--- config.mk ---
export PLATFORM = sky130hd
export DESIGN_NAME = key_event_ctrl
export DESIGN_NICKNAME = d
export VERILOG_FILES = /design/src/rtl/key_event_ctrl.sv
export SDC_FILE = /design/constraint.sdc
export NUM_CORES = 1
export LEC_CHECK = 0
export CAP_MARGIN = 20
export CORE_ASPECT_RATIO = 1.1
export CORE_MARGIN = 2
export CORE_UTILIZATION = 30
export DETAILED_ROUTE_END_ITERATION = 12
export PLACE_DENSITY = 0.45
export SYNTH_ARGS = -nofsm -noshare
export SYNTH_HDL_FRONTEND = slang
export SYNTH_SLANG_ARGS = --single-unit
--- constraint.sdc ---
create_clock -name i_clk -period 2.4 [get_ports i_clk]
set_input_delay 0.36 -clock i_clk [delete_from_list [all_inputs] [get_ports i_clk]]
set_output_delay 0.36 -clock i_clk [all_outputs]
set_load 0.01 [all_outputs]
--- src/rtl/key_event_ctrl.sv ---
// rtl/key_event_ctrl.sv - per-key sync, debounce and press/release/long/repeat events
// Auto-repeat pulses are built only when KEY_REPEAT_EN is defined.
module key_event_ctrl #(
  parameter int NUM_KEYS      = 4,
  parameter int DEB_CYCLES    = 60000,
  parameter int LONG_CYCLES   = 6000000,
  parameter int REPEAT_CYCLES = 1200000,
  parameter int CNT_W         = 24
) (
  input  logic                i_clk,
  input  logic                i_rst_n,
  input  logic [NUM_KEYS-1:0] i_keys,
  output logic [NUM_KEYS-1:0] o_level,
  output logic [NUM_KEYS-1:0] o_press,
  output logic [NUM_KEYS-1:0] o_release,
  output logic [NUM_KEYS-1:0] o_long,
  output logic [NUM_KEYS-1:0] o_repeat,
  output logic                o_any
);

  typedef enum logic [1:0] {
    ST_IDLE = 2'd0,
    ST_HELD = 2'd1,
    ST_LONG = 2'd2
  } state_t;

  localparam logic [CNT_W-1:0] DEB_LAST  = CNT_W'(DEB_CYCLES - 1);
  localparam logic [CNT_W-1:0] LONG_LAST = CNT_W'(LONG_CYCLES - 1);
`ifdef KEY_REPEAT_EN
  localparam logic [CNT_W-1:0] REP_LAST  = CNT_W'(REPEAT_CYCLES - 1);
`endif

  if (DEB_CYCLES < 2) begin : g_deb_range_err
    $error("DEB_CYCLES must be at least 2");
  end
  if (LONG_CYCLES <= DEB_CYCLES) begin : g_long_range_err
    $error("LONG_CYCLES must exceed DEB_CYCLES");
  end
  if (REPEAT_CYCLES < 2) begin : g_rep_range_err
    $error("REPEAT_CYCLES must be at least 2");
  end

  for (genvar k = 0; k < NUM_KEYS; k++) begin : g_key
    logic             sync_a, sync_b, level;
    logic             flip, rise, fall;
    logic [CNT_W-1:0] deb_cnt, hold_cnt, hold_cnt_nxt;
    state_t           state, state_nxt;
    logic             press_q, release_q, long_q;
    logic             press_nxt, release_nxt, long_nxt;

    // sync_b is still active-low, so equality with level means disagreement
    assign flip = (sync_b == level) && (deb_cnt == DEB_LAST);
    assign rise = flip & ~level;
    assign fall = flip & level;

    always_ff @(posedge i_clk or negedge i_rst_n) begin
      if (!i_rst_n) begin
        sync_a  <= 1'b1;
        sync_b  <= 1'b1;
        deb_cnt <= '0;
        level   <= 1'b0;
      end else begin
        sync_a <= i_keys[k];
        sync_b <= sync_a;
        if (sync_b != level) begin
          deb_cnt <= '0;
        end else if (flip) begin
          deb_cnt <= '0;
          level   <= ~level;
        end else begin
          deb_cnt <= deb_cnt + 1'b1;
        end
      end
    end

`ifdef KEY_REPEAT_EN
    logic repeat_q, repeat_nxt;
`endif

    always_comb begin
      state_nxt    = state;
      hold_cnt_nxt = hold_cnt;
      press_nxt    = 1'b0;
      release_nxt  = 1'b0;
      long_nxt     = 1'b0;
`ifdef KEY_REPEAT_EN
      repeat_nxt   = 1'b0;
`endif
      case (state)
        ST_IDLE: begin
          if (rise) begin
            state_nxt    = ST_HELD;
            hold_cnt_nxt = '0;
            press_nxt    = 1'b1;
          end
        end
        ST_HELD: begin
          if (fall) begin
            state_nxt    = ST_IDLE;
            hold_cnt_nxt = '0;
            release_nxt  = 1'b1;
          end else if (hold_cnt == LONG_LAST) begin
            state_nxt    = ST_LONG;
            hold_cnt_nxt = '0;
            long_nxt     = 1'b1;
          end else begin
            hold_cnt_nxt = hold_cnt + 1'b1;
          end
        end
        ST_LONG: begin
          // a release wins over a repeat falling due on the same cycle
          if (fall) begin
            state_nxt    = ST_IDLE;
            hold_cnt_nxt = '0;
            release_nxt  = 1'b1;
          end
`ifdef KEY_REPEAT_EN
          else if (hold_cnt == REP_LAST) begin
            hold_cnt_nxt = '0;
            repeat_nxt   = 1'b1;
          end else begin
            hold_cnt_nxt = hold_cnt + 1'b1;
          end
`endif
        end
        default: begin
          state_nxt    = ST_IDLE;
          hold_cnt_nxt = '0;
        end
      endcase
    end

    always_ff @(posedge i_clk or negedge i_rst_n) begin
      if (!i_rst_n) begin
        state     <= ST_IDLE;
        hold_cnt  <= '0;
        press_q   <= 1'b0;
        release_q <= 1'b0;
        long_q    <= 1'b0;
`ifdef KEY_REPEAT_EN
        repeat_q  <= 1'b0;
`endif
      end else begin
        state     <= state_nxt;
        hold_cnt  <= hold_cnt_nxt;
        press_q   <= press_nxt;
        release_q <= release_nxt;
        long_q    <= long_nxt;
`ifdef KEY_REPEAT_EN
        repeat_q  <= repeat_nxt;
`endif
      end
    end

    assign o_level[k]   = level;
    assign o_press[k]   = press_q;
    assign o_release[k] = release_q;
    assign o_long[k]    = long_q;
`ifdef KEY_REPEAT_EN
    assign o_repeat[k]  = repeat_q;
`endif
  end

`ifndef KEY_REPEAT_EN
  assign o_repeat = '0;
`endif

  assign o_any = |o_level;

endmodule

==> flow_summary_export.csv, run 1 <==
group,metric,value,unit
yosys,yosys_warnings,0,
grt,first_global_vias,9322,
sta,min_period_over_period,101,%
yosys,syn_avg_cell_area,9.51,um^2
sta,finalHoldViolCount,0,
clock_tree,insertion_delay,0.56,ns
critical_path,cp_cell_sequence,"ha_4 > or3_1 > or4_4 > o22ai_4 > buf_4 > nor2_2 > buf_4 > o21ai_0 > o41ai_1",
placement,dp_slack,-0.0349,ns
clock_tree,clock_path_buffers,3,
yosys,synth_top_area_share,46.2,%
clock_tree,cts_buffers,27,
grt,track_usage,13.9,%
route,ant_nets,0,
yosys,ys_seq_area_share,48.0,%
yosys,synthCells,1230,
critical_path,slowest_delay,0.55,ns
outcome,violations,"negative setup slack",
power_and_ir_drop,vdd_ir_drop_max,0.536,mV
placement,gp_congestion,0.747,
placement,dp_hpwl,18.3,mm
floorplan,dieWidth,192,um
yosys,synth_edf_count,0,
clock_tree,clock-sinks,224,
yosys,ys_types,63,
grt,grt_max_degree,64,
min_path,hold_class,"input pin to flop",
power_and_ir_drop,leakagePower,6.22,nW
critical_path,critPathTopFamily,"simple AND/OR/NAND/NOR gates",
sta,tightest_slew,0.616,ns
final_layout,final_cells,1879,
route,drc,0,
floorplan,die-area,0.0406,mm^2
outcome,status,"finished with violations",
clock_tree,tritoncts,"yes",
critical_path,cp_slowest_cell,"or4_4",
critical_path,crit_top_cell,"buf_4",
yosys,synth.top_cells.by_area,"dfrtp_1 46%, xor2_1 6.4%, nor2_1 5.8%",
critical_path,cp-start-kind,"flop",
yosys,synth-seq-cells,224,
grt,antenna_found_initial,0,
sta,fmax,415,MHz
final_layout,final_nets,1384,
final_layout,drive_gt1_share,17.4,%
clock_tree,path_clk_slew,0.06,ns
critical_path,crit_required,2.84,ns
floorplan,rows,75,
job,drv_cap,0,
route,route.final.wire_length,27.6,mm
sta,rsz0062_at_grt,"yes",
route,drt-pass1-iter-count,5,
route,vias_per_cell,4.88,
critical_path,worstSetupEndpointType,"flop",
grt,overflow,0,
placement,dp_cells,1797,
sta,slew_headroom,58.6,%
floorplan,core-area,0.0383,mm^2
route,vias,9163,
critical_path,ff2ff_setup_slack,-0.01,ns
final_layout,syn2layout_area_growth,24.6,%
yosys,yosysMostFrequentCell,"dfrtp_1",
critical_path,cp_max_fo,7,
route,initialDrtViolationCount,350,
yosys,synth_commonest_cells,"216 x dfrtp_1, 180 x nor2_1, 86 x xor2_1, 83 x nand2_1, 65 x nand3_1",
route,wl_per_cell,14.7,um
power_and_ir_drop,cellPowerDensity,553,mW/mm^2
sta,fin_ws,-0.0125,ns
clock_tree,htree_levels,1,
critical_path,path_class,"flop to flop",
floorplan,die_h,211,um
yosys,syn_area,0.0117,mm^2
yosys,yosysTopAreaCell,"dfrtp_1",
critical_path,crit_buf_inv,2,
yosys,ys_async_sr_fraction,100,%
sta,fin_skew,0.0212,ns
grt,grt_first_pass_wirelength,46.8,mm
clock_tree,clock-root-buffer,"clkbuf_16",
critical_path,worstPathArrival,2.85,ns
sta,finalCriticalPeriod,2.41,ns
final_layout,n_antenna_cell,0,
sta,setup-violations-final,1,
yosys,synthFlopType,"dfrtp_1",
floorplan,initial_core_util,30.6,%
placement,io_buffers,22,
sta,slew_viol_final,0,
floorplan,ios,27,
-- cell families after synthesis --
group	count (synthesis)	synth area share [%]
AO/OA/AOI/OAI	156	8.67
XOR/XNOR	144	10.8
adder cells (fa/ha/maj)	20	2.14
buffers and inverters	93	3.67
flip-flops	224	48.0
multiplexers	3	0.257
other	1	0.0321
AND/OR/NAND/NOR	589	26.4
-- placed cells by master (no fill, tap or decap), drive strengths merged, types with 11 or more instances in the layout --
cell type,netlist,routed
a21oi,30,30
and2,14,14
and3,48,48
and4,20,20
buf,23,128
clkbuf,35,44
clkdlybuf4s50,0,20
dfrtp,216,216
ha,20,20
inv,35,36
nand2,83,83
nand3,65,65
nand4,37,37
nor2,182,183
nor3,36,36
nor4,18,18
nor4b,12,12
nor4bb,11,11
o2111ai,21,21
o211ai,12,12
o21ai,54,54
or3,22,22
xnor2,58,58
xor2,86,86
-- path summary, 6_finish.rpt --
check,start,end,cells after the start
max reg2reg,g_key[1].state[1],g_key[1].hold_cnt[6],9
max in group asynchronous,i_rst_n,g_key[2].deb_cnt[15],3
min,i_keys[1],g_key[1].sync_a,1
max,g_key[1].state[1],g_key[1].hold_cnt[6],9
min in group asynchronous,i_rst_n,g_key[1].hold_cnt[3],2
min reg2reg,g_key[0].sync_a,g_key[0].sync_b,0
-- area by class of cell --
cell class                 count  area [um^2]
fill                        3884        23700
multi-input combinational    917         5970
sequential                   224         5620
timing repair buffer         153         1360
clock buffer                  41          768
tap                          500          626
inverter                      35          131
clock inverter                 9         98.8
-- repair_timing --
action,in CTS,in global routing
cloned,0,5
resized for setup,6,65
endpoints found under the setup margin,6,78
endpoints found under the hold margin,56,0
pin swaps,1,21
hold buffers,1,0
buffers inserted,2,25
-- stage by stage --
stage | hold WS [ns] | setup TNS [ns] | utilization [%] | total power [mW] | area [um^2]
4_1_cts | 0.184 | -0.0452 | 36.7 | 8.25 | 14100
5_1_grt | 0.188 | -0.899 | 38.1 | 8.45 | 14600
3_5_place_dp | 0.350 | -0.0574 | 34.3 | 4.08 | 13100
3_3_place_gp | 0.346 | 0 | 34.3 | 4.08 | 13100
2_1_floorplan | 0.0644 | 0 | - | 3.95 | 11800
6_report | 0.218 | -0.0125 | 38.1 | 8.06 | 14600
-- flip-flops by register name, indices dropped and copies added (netlist names) --
register and flops:
g_key.level 4, g_key.release_q 4, g_key.state 8, g_key.deb_cnt 96, g_key.long_q 4, g_key.hold_cnt 96, g_key.sync_a 4, g_key.press_q 4
g_key.sync_b 4
-- layer usage --
layer  track usage (%)  share of wire (%)  up-vias
met5                 0                  0        -
met3              2.03                2.7       37
li1                  -                  -     4605
met4              4.19                2.2        0
met2              23.4                 49       86
met1              18.3                 46     4435
-- report_power, final --
group	leakage, nW	internal [mW]	switching, mW
registers	3.09	3.81	0.0203
clock network	0.430	2.41	1.64
logic	2.70	0.0523	0.129
(Power assumes the default switching activity.)
==> run 2: changes to the inputs <==
--- a/config.mk
+++ b/config.mk
@@ -10,7 +10,7 @@
 export CORE_MARGIN = 2
 export CORE_UTILIZATION = 30
 export DETAILED_ROUTE_END_ITERATION = 12
-export PLACE_DENSITY = 0.45
+export PLACE_DENSITY = 0.54
 export SYNTH_ARGS = -nofsm -noshare
 export SYNTH_HDL_FRONTEND = slang
 export SYNTH_SLANG_ARGS = --single-unit
==> run 2 against run 1 <==
Net effect:
- the run now ends clean
- global-route usage fell by 0.86 points
- sequential share of layout area rose by 0.39 points
- flip-flop and latch count did not move
- first-iteration DRC count rose by 23%
- design area fell by 1.0%
- largest cell class unchanged
- largest power group unchanged
==> flow_summary_export.csv, run 2 (synthesis gave the netlist of run 1 again) <==
group,metric,value,unit
route,wl_per_cell,14.1,um
placement,io_buffers,22,
grt,antenna_found_initial,1,
final_layout,fin_area,0.0144,mm^2
sta,fin_skew,0.0202,ns
sta,setup-violations-final,0,
route,route.final.wire_length,26.2,mm
final_layout,n_antenna_cell,0,
placement,placedInstanceArea,0.0131,mm^2
critical_path,path_class,"flop to flop",
placement,gp_congestion,0.768,
sta,finalHoldViolCount,0,
critical_path,cp_max_fo,6,
critical_path,crit_required,2.86,ns
sta,tightest_slew,0.664,ns
sta,rsz0062_at_grt,"yes",
route,vias_per_cell,4.93,
critical_path,cp.depth,8,
final_layout,num-fill-cells,3861,
power_and_ir_drop,pwr-share-comb,2.2,%
grt,grt_first_pass_wirelength,44.6,mm
final_layout,layout_common_cells,"216 x dfrtp_1, 180 x nor2_1, 94 x buf_4",
route,initialDrtViolationCount,431,
route,vias,9156,
placement,dp_cells,1791,
critical_path,critPathTopFamily,"simple AND/OR/NAND/NOR gates",
critical_path,regToRegEndpoint,"g_key[1].hold_cnt[17]",
critical_path,crit_end,"g_key[1].hold_cnt[17]",
critical_path,worstPathArrival,2.84,ns
critical_path,reg2reg_from,"g_key[1].state[1]",
clock_tree,clock-sinks,224,
power_and_ir_drop,switching_share,21.6,%
final_layout,drive_gt1_share,16.0,%
critical_path,cp-start-kind,"flop",
clock_tree,clock_path_buffers,3,
clock_tree,clock-root-buffer,"clkbuf_16",
grt,track_usage,13.0,%
final_layout,layout_commonest_cell,"dfrtp_1",
critical_path,cp_cell_sequence,"ha_4 > or3_1 > or4_4 > o22ai_4 > buf_4 > nor2_4 > or4_1 > a21oi_1",
floorplan,die-area,0.0406,mm^2
clock_tree,insertion_delay,0.55,ns
floorplan,die_h,211,um
sta,fmax,420,MHz
route,ant_nets,0,
placement,dp_hpwl,17.5,mm
final_layout,final_cells,1859,
critical_path,worstSetupEndpointType,"flop",
power_and_ir_drop,cellPowerDensity,569,mW/mm^2
critical_path,ff2ff_setup_slack,0.02,ns
power_and_ir_drop,internal-power,6.44,mW
grt,grt_max_degree,51,
critical_path,critPathLaunch,"g_key[1].state[1]",
grt,first_global_vias,9188,
critical_path,crit_buf_inv,1,
floorplan,dieWidth,192,um
floorplan,rows,75,
final_layout,syn2layout_area_growth,23.3,%
power_and_ir_drop,pwr-share-clk,51.1,%
power_and_ir_drop,seq_power_share,46.6,%
sta,min_period_over_period,99.2,%
job,drv_cap,0,
route,drc,0,
power_and_ir_drop,total_power,8.21,mW
critical_path,reg2reg_depth,8,
min_path,hold_class,"input pin to flop",
power_and_ir_drop,switchingPower,1.77,mW
clock_tree,htree_levels,1,
clock_tree,path_clk_slew,0.06,ns
outcome,status,"finished clean",
power_and_ir_drop,vdd_ir_drop_max,0.571,mV
floorplan,ios,27,
sta,slew_viol_final,0,
min_path,hold_depth,1,
clock_tree,tritoncts,"yes",
clock_tree,cts_buffers,27,
grt,overflow,0,
sta,slew_headroom,55.4,%
floorplan,initial_core_util,30.6,%
final_layout,largestRegisters,"g_key.deb_cnt: 96 flops, g_key.hold_cnt: 96 flops, g_key.state: 8 flops",
sta,finalCriticalPeriod,2.38,ns
critical_path,cp_slowest_cell,"or4_4",
power_and_ir_drop,leakagePower,6.15,nW
final_layout,final_nets,1364,
final_layout,fin_util,37.7,%
route,drt-pass1-iter-count,4,
final_layout,multi_input_area,0.00595,mm^2
critical_path,slowest_delay,0.55,ns
sta,setup_tns,0,ns
final_layout,seq_area,0.00562,mm^2
floorplan,core-area,0.0383,mm^2
-- run 2: worst min-delay path by stage --
stage | start | endpoint | slack, ns
finish | i_keys[3] | g_key[3].sync_a | 0.21
global placement | i_rst_n | g_key[0].hold_cnt[20] | 0.32
CTS | i_keys[3] | g_key[3].sync_a | 0.18
detailed placement | i_rst_n | g_key[0].hold_cnt[20] | 0.31
global route | i_keys[3] | g_key[3].sync_a | 0.19
floorplan | i_rst_n | g_key[0].deb_cnt[0] | 0.06
-- run 2: repair_timing --
action | CTS | global route
gates resized for setup | 3 | 55
endpoints found under the setup margin | 11 | 75
hold endpoints to repair | 43 | 0
cloned | 0 | 2
hold buffers | 1 | 0
pin swaps | 1 | 15
setup buffers | 4 | 11
-- run 2: layer usage --
| layer | wire [um] | GRT usage [%] | vias up | part of all wire [%] |
|---|---|---|---|---|
| met5 | 0 | 0 | - | 0 |
| met4 | 479 | 2.87 | 0 | 1.8 |
| met3 | 701 | 1.96 | 33 | 2.7 |
| met2 | 12800 | 22.4 | 70 | 49 |
| met1 | 12200 | 17.2 | 4495 | 47 |
| li1 | - | - | 4558 | - |
-- run 2: cell type report --
class	instances	share of cell area [%]
clock inverters	7	0.711
inverters	35	0.911
flip-flops and latches	224	38.9
well taps	500	4.34
clock buffers	43	5.73
repair buffers	133	8.14
multi-input cells	917	41.2
-- run 2: power by group through the flow --
stage	Combinational, mW	Clock [mW]	Sequential, mW
CTS	0.186	4.35	3.83
floorplan	0.0617	0	3.89
detailed placement	0.183	0	3.89
global placement	0.183	0	3.89
finish	0.182	4.20	3.83
global route	0.214	4.50	3.83
-- run 2: worst register-to-register path, cell delays in order, from the launching register on --
cell and delay (ns):
dfrtp_1 0.41, ha_4 0.17, or3_1 0.32, or4_4 0.55, o22ai_4 0.12, buf_4 0.14, nor2_4 0.05, or4_1 0.40
a21oi_1 0.13
-- run 2: stage by stage --
| stage | hold WS [ns] | setup WS (ns) |
|---|---|---|
| after global routing | 0.188 | -0.0702 |
| after global placement | 0.316 | 0.00748 |
| after floorplan | 0.0644 | 0.000798 |
| after CTS | 0.176 | -0.00621 |
| final | 0.212 | 0.0195 |
| after detailed placement | 0.306 | -0.0889 |
==> run 3: changes to the inputs <==
--- a/config.mk
+++ b/config.mk
@@ -9,8 +9,9 @@
 export CORE_ASPECT_RATIO = 1.1
 export CORE_MARGIN = 2
 export CORE_UTILIZATION = 30
+export CTS_BUF_LIST = sky130_fd_sc_hd__clkbuf_8
 export DETAILED_ROUTE_END_ITERATION = 12
-export PLACE_DENSITY = 0.54
+export PLACE_DENSITY = 0.52
 export SYNTH_ARGS = -nofsm -noshare
 export SYNTH_HDL_FRONTEND = slang
 export SYNTH_SLANG_ARGS = --single-unit
==> constraint.sdc (replaced) <==
create_clock -name i_clk -period 2.7 [get_ports i_clk]
set_input_delay 0.405 -clock i_clk [delete_from_list [all_inputs] [get_ports i_clk]]
set_output_delay 0.405 -clock i_clk [all_outputs]
set_load 0.01 [all_outputs]
==> run 3 against run 2 <==
Net effect:
- final cell count decreased by 1.6%
- worst hold slack improved by 0.049 ns
- sequential share of layout area increased by 2.1 points
- count of clock-buffer cells in the layout increased by 8
- combinational power decreased by 18%
- design area decreased by 5.1%
- die area unchanged
- clock power decreased by 13%
- via count decreased by 2.2%
- maximum frequency decreased by 6.1%
- critical path type unchanged
- largest cell class unchanged
==> flow_summary_export.csv, run 3 (synthesis gave the netlist of run 1 again) <==
group,metric,value,unit
outcome,status,"finished clean",
min_path,hold_class,"input pin to flop",
floorplan,die_h,211,um
final_layout,final_nets,1323,
critical_path,cp_cell_sequence,"or4b_1 > or4_1 > o22ai_2 > nor2_2 > buf_4 > or3_1 > a21oi_1",
route,drc,0,
grt,overflow,0,
critical_path,crit_end,"g_key[1].hold_cnt[5]",
sta,min_period_over_period,93.9,%
final_layout,layout_commonest_cell,"dfrtp_1",
critical_path,cp_max_fo,11,
placement,gp_congestion,0.801,
sta,setup_tns,0,ns
critical_path,cp.depth,7,
sta,tightest_slew,0.669,ns
floorplan,initial_core_util,30.6,%
placement,io_buffers,22,
critical_path,worstPathArrival,3.00,ns
placement,dp_cells,1751,
clock_tree,tritoncts,"yes",
route,initialDrtViolationCount,468,
power_and_ir_drop,seq_power_share,47.3,%
sta,slew_headroom,55.1,%
critical_path,worstSetupEndpointType,"flop",
final_layout,drive_gt1_share,11.0,%
final_layout,syn2layout_area_growth,17.0,%
critical_path,crit_buf_inv,1,
critical_path,critPathTopFamily,"simple AND/OR/NAND/NOR gates",
power_and_ir_drop,leakagePower,5.88,nW
clock_tree,clock_path_buffers,3,
grt,track_usage,13.1,%
floorplan,ios,27,
floorplan,die-area,0.0406,mm^2
placement,dp_slack,0.172,ns
clock_tree,cts_buffers,42,
clock_tree,clock-sinks,224,
floorplan,dieWidth,192,um
final_layout,fin_util,35.7,%
power_and_ir_drop,internal-power,5.61,mW
final_layout,largestRegisters,"g_key.deb_cnt: 96 flops, g_key.hold_cnt: 96 flops, g_key.state: 8 flops",
power_and_ir_drop,vdd_ir_drop_max,0.296,mV
clock_tree,path_clk_slew,0.06,ns
power_and_ir_drop,total_power,7.21,mW
grt,grt_first_pass_wirelength,44.7,mm
clock_tree,clock-root-buffer,"clkbuf_8",
sta,fin_skew,0.0178,ns
power_and_ir_drop,cellPowerDensity,527,mW/mm^2
sta,finalHoldViolCount,0,
route,wl_per_cell,13.8,um
final_layout,final_cells,1830,
clock_tree,htree_levels,2,
power_and_ir_drop,switchingPower,1.59,mW
sta,fin_ws,0.164,ns
route,vias,8959,
job,drv_cap,0,
sta,setup-violations-final,0,
grt,first_global_vias,9177,
critical_path,regToRegEndpoint,"g_key[1].hold_cnt[5]",
final_layout,num-fill-cells,3892,
critical_path,ff2ff_setup_slack,0.16,ns
sta,fmax,394,MHz
power_and_ir_drop,pwr-share-clk,50.7,%
route,drt-pass1-iter-count,5,
grt,antenna_found_initial,0,
route,vias_per_cell,4.90,
sta,finalCriticalPeriod,2.54,ns
power_and_ir_drop,pwr-share-comb,2.1,%
sta,rsz0062_at_grt,"no",
route,ant_nets,0,
min_path,hold_depth,1,
power_and_ir_drop,switching_share,22.1,%
placement,dp_hpwl,17.4,mm
grt,grt_max_degree,69,
critical_path,crit_required,3.16,ns
critical_path,reg2reg_depth,7,
critical_path,reg2reg_from,"g_key[1].deb_cnt[20]",
final_layout,layout_common_cells,"216 x dfrtp_1, 180 x nor2_1, 86 x xor2_1",
critical_path,cp-start-kind,"flop",
sta,slew_viol_final,0,
floorplan,core-area,0.0383,mm^2
route,route.final.wire_length,25.3,mm
critical_path,slowest_delay,0.58,ns
critical_path,critPathLaunch,"g_key[1].deb_cnt[20]",
critical_path,cp_slowest_cell,"or4b_1",
clock_tree,insertion_delay,0.55,ns
floorplan,rows,75,
critical_path,path_class,"flop to flop",
## run 3: repair_timing
action                     4_1_cts  5_1_grt
gates cloned                     0        0
gates resized for setup          1        2
hold endpoints to repair        60        0
pin swaps                        0        1
setup buffers                    0        1
hold buffers                     1        0
setup endpoints to repair        1       18
## run 3: how the worst min path moves through the flow
stage                          from                  end  slack (ns)
floorplan                   i_rst_n  g_key[0].deb_cnt[0]        0.11
global route              i_keys[2]      g_key[2].sync_a        0.23
global placement    g_key[1].sync_a      g_key[1].sync_b        0.35
finish                    i_keys[3]      g_key[3].sync_a        0.26
detailed placement  g_key[1].sync_a      g_key[1].sync_b        0.35
CTS                       i_keys[2]      g_key[2].sync_a        0.22
## run 3: area by class of cell
type	instances	area [um^2]	share of cell area, %
Antenna cell	1	2.50	0.0183
Clock buffer	51	702	5.13
Clock inverter	25	233	1.70
Inverter	35	131	0.960
Multi-Input combinational cell	916	5690	41.6
Sequential cell	224	5620	41.0
Tap cell	500	626	4.57
Timing Repair Buffer	78	684	5.00
## run 3: power by group through the flow
stage                     logic, mW  clock network (mW)  registers, mW
after global placement        0.155                   0           3.46
after global routing          0.175                3.96           3.41
after floorplan              0.0548                   0           3.46
after CTS                     0.160                3.80           3.40
final                         0.149                3.65           3.40
after detailed placement      0.157                   0           3.46
## run 3: metal layers
metal  vias to the layer above  share of wire, %  wire (um)  global-route usage (%)
met2                       106                47      11900                    21.7
met5                         -                 0          0                       0
li1                       4471                 -          -                       -
met3                        42               3.3        823                    2.59
met4                         0               2.1        533                    4.03
met1                      4340                48      12100                    17.2
## run 3: metrics by stage
stage | hold WS [ns] | cell area, um^2
finish | 0.261 | 13700
global route | 0.226 | 13700
CTS | 0.220 | 13700
detailed placement | 0.347 | 12700
global placement | 0.347 | 12700
floorplan | 0.109 | 11700
==> edit (config.mk and constraints of run 3) <==
The option `KEY_REPEAT_EN` is turned on by a define.
--- a/src/rtl/key_event_ctrl.sv
+++ b/src/rtl/key_event_ctrl.sv
@@ -2,2 +2,4 @@
 // Auto-repeat pulses are built only when KEY_REPEAT_EN is defined.
+`define KEY_REPEAT_EN
+
 module key_event_ctrl #(
Function: no difference found for any inputs over 4 cycles, from zero or initial values and one cycle with i_rst_n low; that may be too few to reach the edited logic, so the function may still have changed.
==> edit against run 3 <==
- largest cell class unchanged
- total power rose by 2.8%
- via count rose by 10%
- cell area rose by 3.7%
- wire length rose by 10%
- maximum frequency fell by 0.73%
- critical path depth fell by 4
- synthesized cell count rose by 7.6%
- count of clock-buffer cells in the layout did not move
- synthesized area rose by 3.4%
- setup slack got worse by 0.019 ns
- die area rose by 3.4%
- sequential cell count rose by 4
==> edit: results <==
[outcome]
status = completed

[global_routing]
grt_max_degree = 67
grt_pass1_vias = 9841
grt.total_usage_pct = 13.6
antenna_found_initial = 0
grt_pass1_wl_mm = 48.2

[worst_setup_path]
crit_arrival_ns = 2.15
slowest_stage = clkdlybuf4s50_1
slowest_delay_ns = 0.50
crit_fanout = 6
critPathKind = flip-flop to primary output

[synthesis]
synth_compound_area_share_pct = 10.7
async_flop_share_pct = 100
synth_cell_types = 60
syn_nets = 1350
syn-instance-count = 1323
synth.area.top_cells = dfrtp_1 45%, nand3_1 6.0%, nor2_1 4.8%
synth_commonest_cells = 220 x dfrtp_1, 155 x nor2_1, 151 x nand2_1
synth_edf_count = 0
ys.flop_type = dfrtp_1
muxShareOfSynthArea_pct = 0.0827
synth_xor_area_share_pct = 6.73
synthAdderAreaFrac_pct = 2.17
ys_seq_area_share_pct = 47.2

[clock_network]
cts.clk_slew.worst_paths_ns = 0.06
clock_latency_ns = 0.59
cts_root_buf = clkbuf_8
clock_path_buffers = 3
cts_buffers = 42
cts-htree-levels = 2

[power_and_ir_drop]
ir_worst_vdd_uv = 286
power_switching_mw = 1.64
leakage_nw = 5.84

[placed_design]
place.gp.congestion = 0.782
hpwl_mm = 19.0
dpl_cell_area_mm2 = 0.0132
placed_cells = 1856
pre_cts_ws_ns = 0.0677
port_buffers = 26

[drt]
vias = 9870
routedWlPerCell_um = 14.4
dr.first_iter.drc_count = 521
wl_mm = 27.9
drtPass1Iterations = 4

[final_layout]
layout-drive-gt1-share_pct = 10.9
fillers = 4024
reg.largest.list = g_key.deb_cnt x96, g_key.hold_cnt x96, g_key.state x8
antenna_cells_inserted = 0

[sta]
finalClockSkew_ns = 0.0367
relSlewSlack_pct = 47.5

[min_path]
hp-class = input port to flip-flop
[edit: critical path, delay by kind of cell, from the launching register on]
| kind | cells | cell delay, ns |
|---|---|---|
| buffers and inverters | 2 | 0.68 |
| flip-flops | 1 | 0.39 |
| AND/OR/NAND/NOR | 1 | 0.49 |
[edit: layout make-up]
| cell class | count | area, µm² | share of cell area [%] |
|---|---|---|---|
| Timing Repair Buffer | 87 | 763 | 5.38 |
| Sequential cell | 228 | 5720 | 40.3 |
| Multi-Input combinational cell | 988 | 5950 | 41.9 |
| Clock inverter | 23 | 259 | 1.82 |
| Inverter | 43 | 161 | 1.14 |
| Clock buffer | 51 | 702 | 4.95 |
| Tap cell | 513 | 642 | 4.52 |
[edit: per-stage QoR]
stage / utilization [%] / setup TNS (ns)
after global routing: 35.5 / -0.0301
final: 35.5 / 0
after global placement: 33.0 / 0
after CTS: 35.4 / 0
after floorplan: - / 0
after detailed placement: 33.0 / 0
[edit: worst paths after layout]
check / start / end / slack, ns / cells after the start
worst max-delay path: g_key[3].level$_DFFE_PN0P_ / o_any / 0.15 / 3
worst min-delay path: i_keys[2] / g_key[2].sync_a$_DFF_PN1_ / 0.23 / 1
worst max register to register: g_key[3].hold_cnt[13]$_DFFE_PN0P_ / g_key[3].hold_cnt[8]$_DFFE_PN0P_ / 0.15 / 8
worst min register to register: g_key[2].sync_a$_DFF_PN1_ / g_key[2].sync_b$_DFF_PN1_ / 0.36 / 0
max in group asynchronous: i_rst_n / g_key[3].sync_b$_DFF_PN1_ / 1.54 / 3
min in group asynchronous: i_rst_n / g_key[0].press_q$_DFF_PN0_ / 0.37 / 2
[edit: metal layers]
| metal | GRT usage (%) | part of all wire (%) | vias up | routed length (µm) |
|---|---|---|---|---|
| li1 | - | - | 4891 | - |
| met1 | 17.7 | 47 | 4792 | 13200 |
| met2 | 22.3 | 47 | 134 | 13000 |
| met3 | 2.64 | 3.3 | 53 | 913 |
| met4 | 5.62 | 2.8 | 0 | 787 |
| met5 | 0 | 0 | - | 0 |
[edit: timing repair]
action,in CTS,in global routing
hold endpoints to repair,60,0
resized for setup,0,5
endpoints found under the setup margin,0,27
hold buffers,1,0
setup buffers,0,2
[edit: power by group through the flow]
stage | clock network [mW] | logic (mW) | registers (mW)
2_1_floorplan | 0 | 0.0432 | 3.52
6_report | 3.80 | 0.142 | 3.46
3_3_place_gp | 0 | 0.149 | 3.52
4_1_cts | 3.97 | 0.152 | 3.46
3_5_place_dp | 0 | 0.150 | 3.52
5_1_grt | 4.12 | 0.168 | 3.46
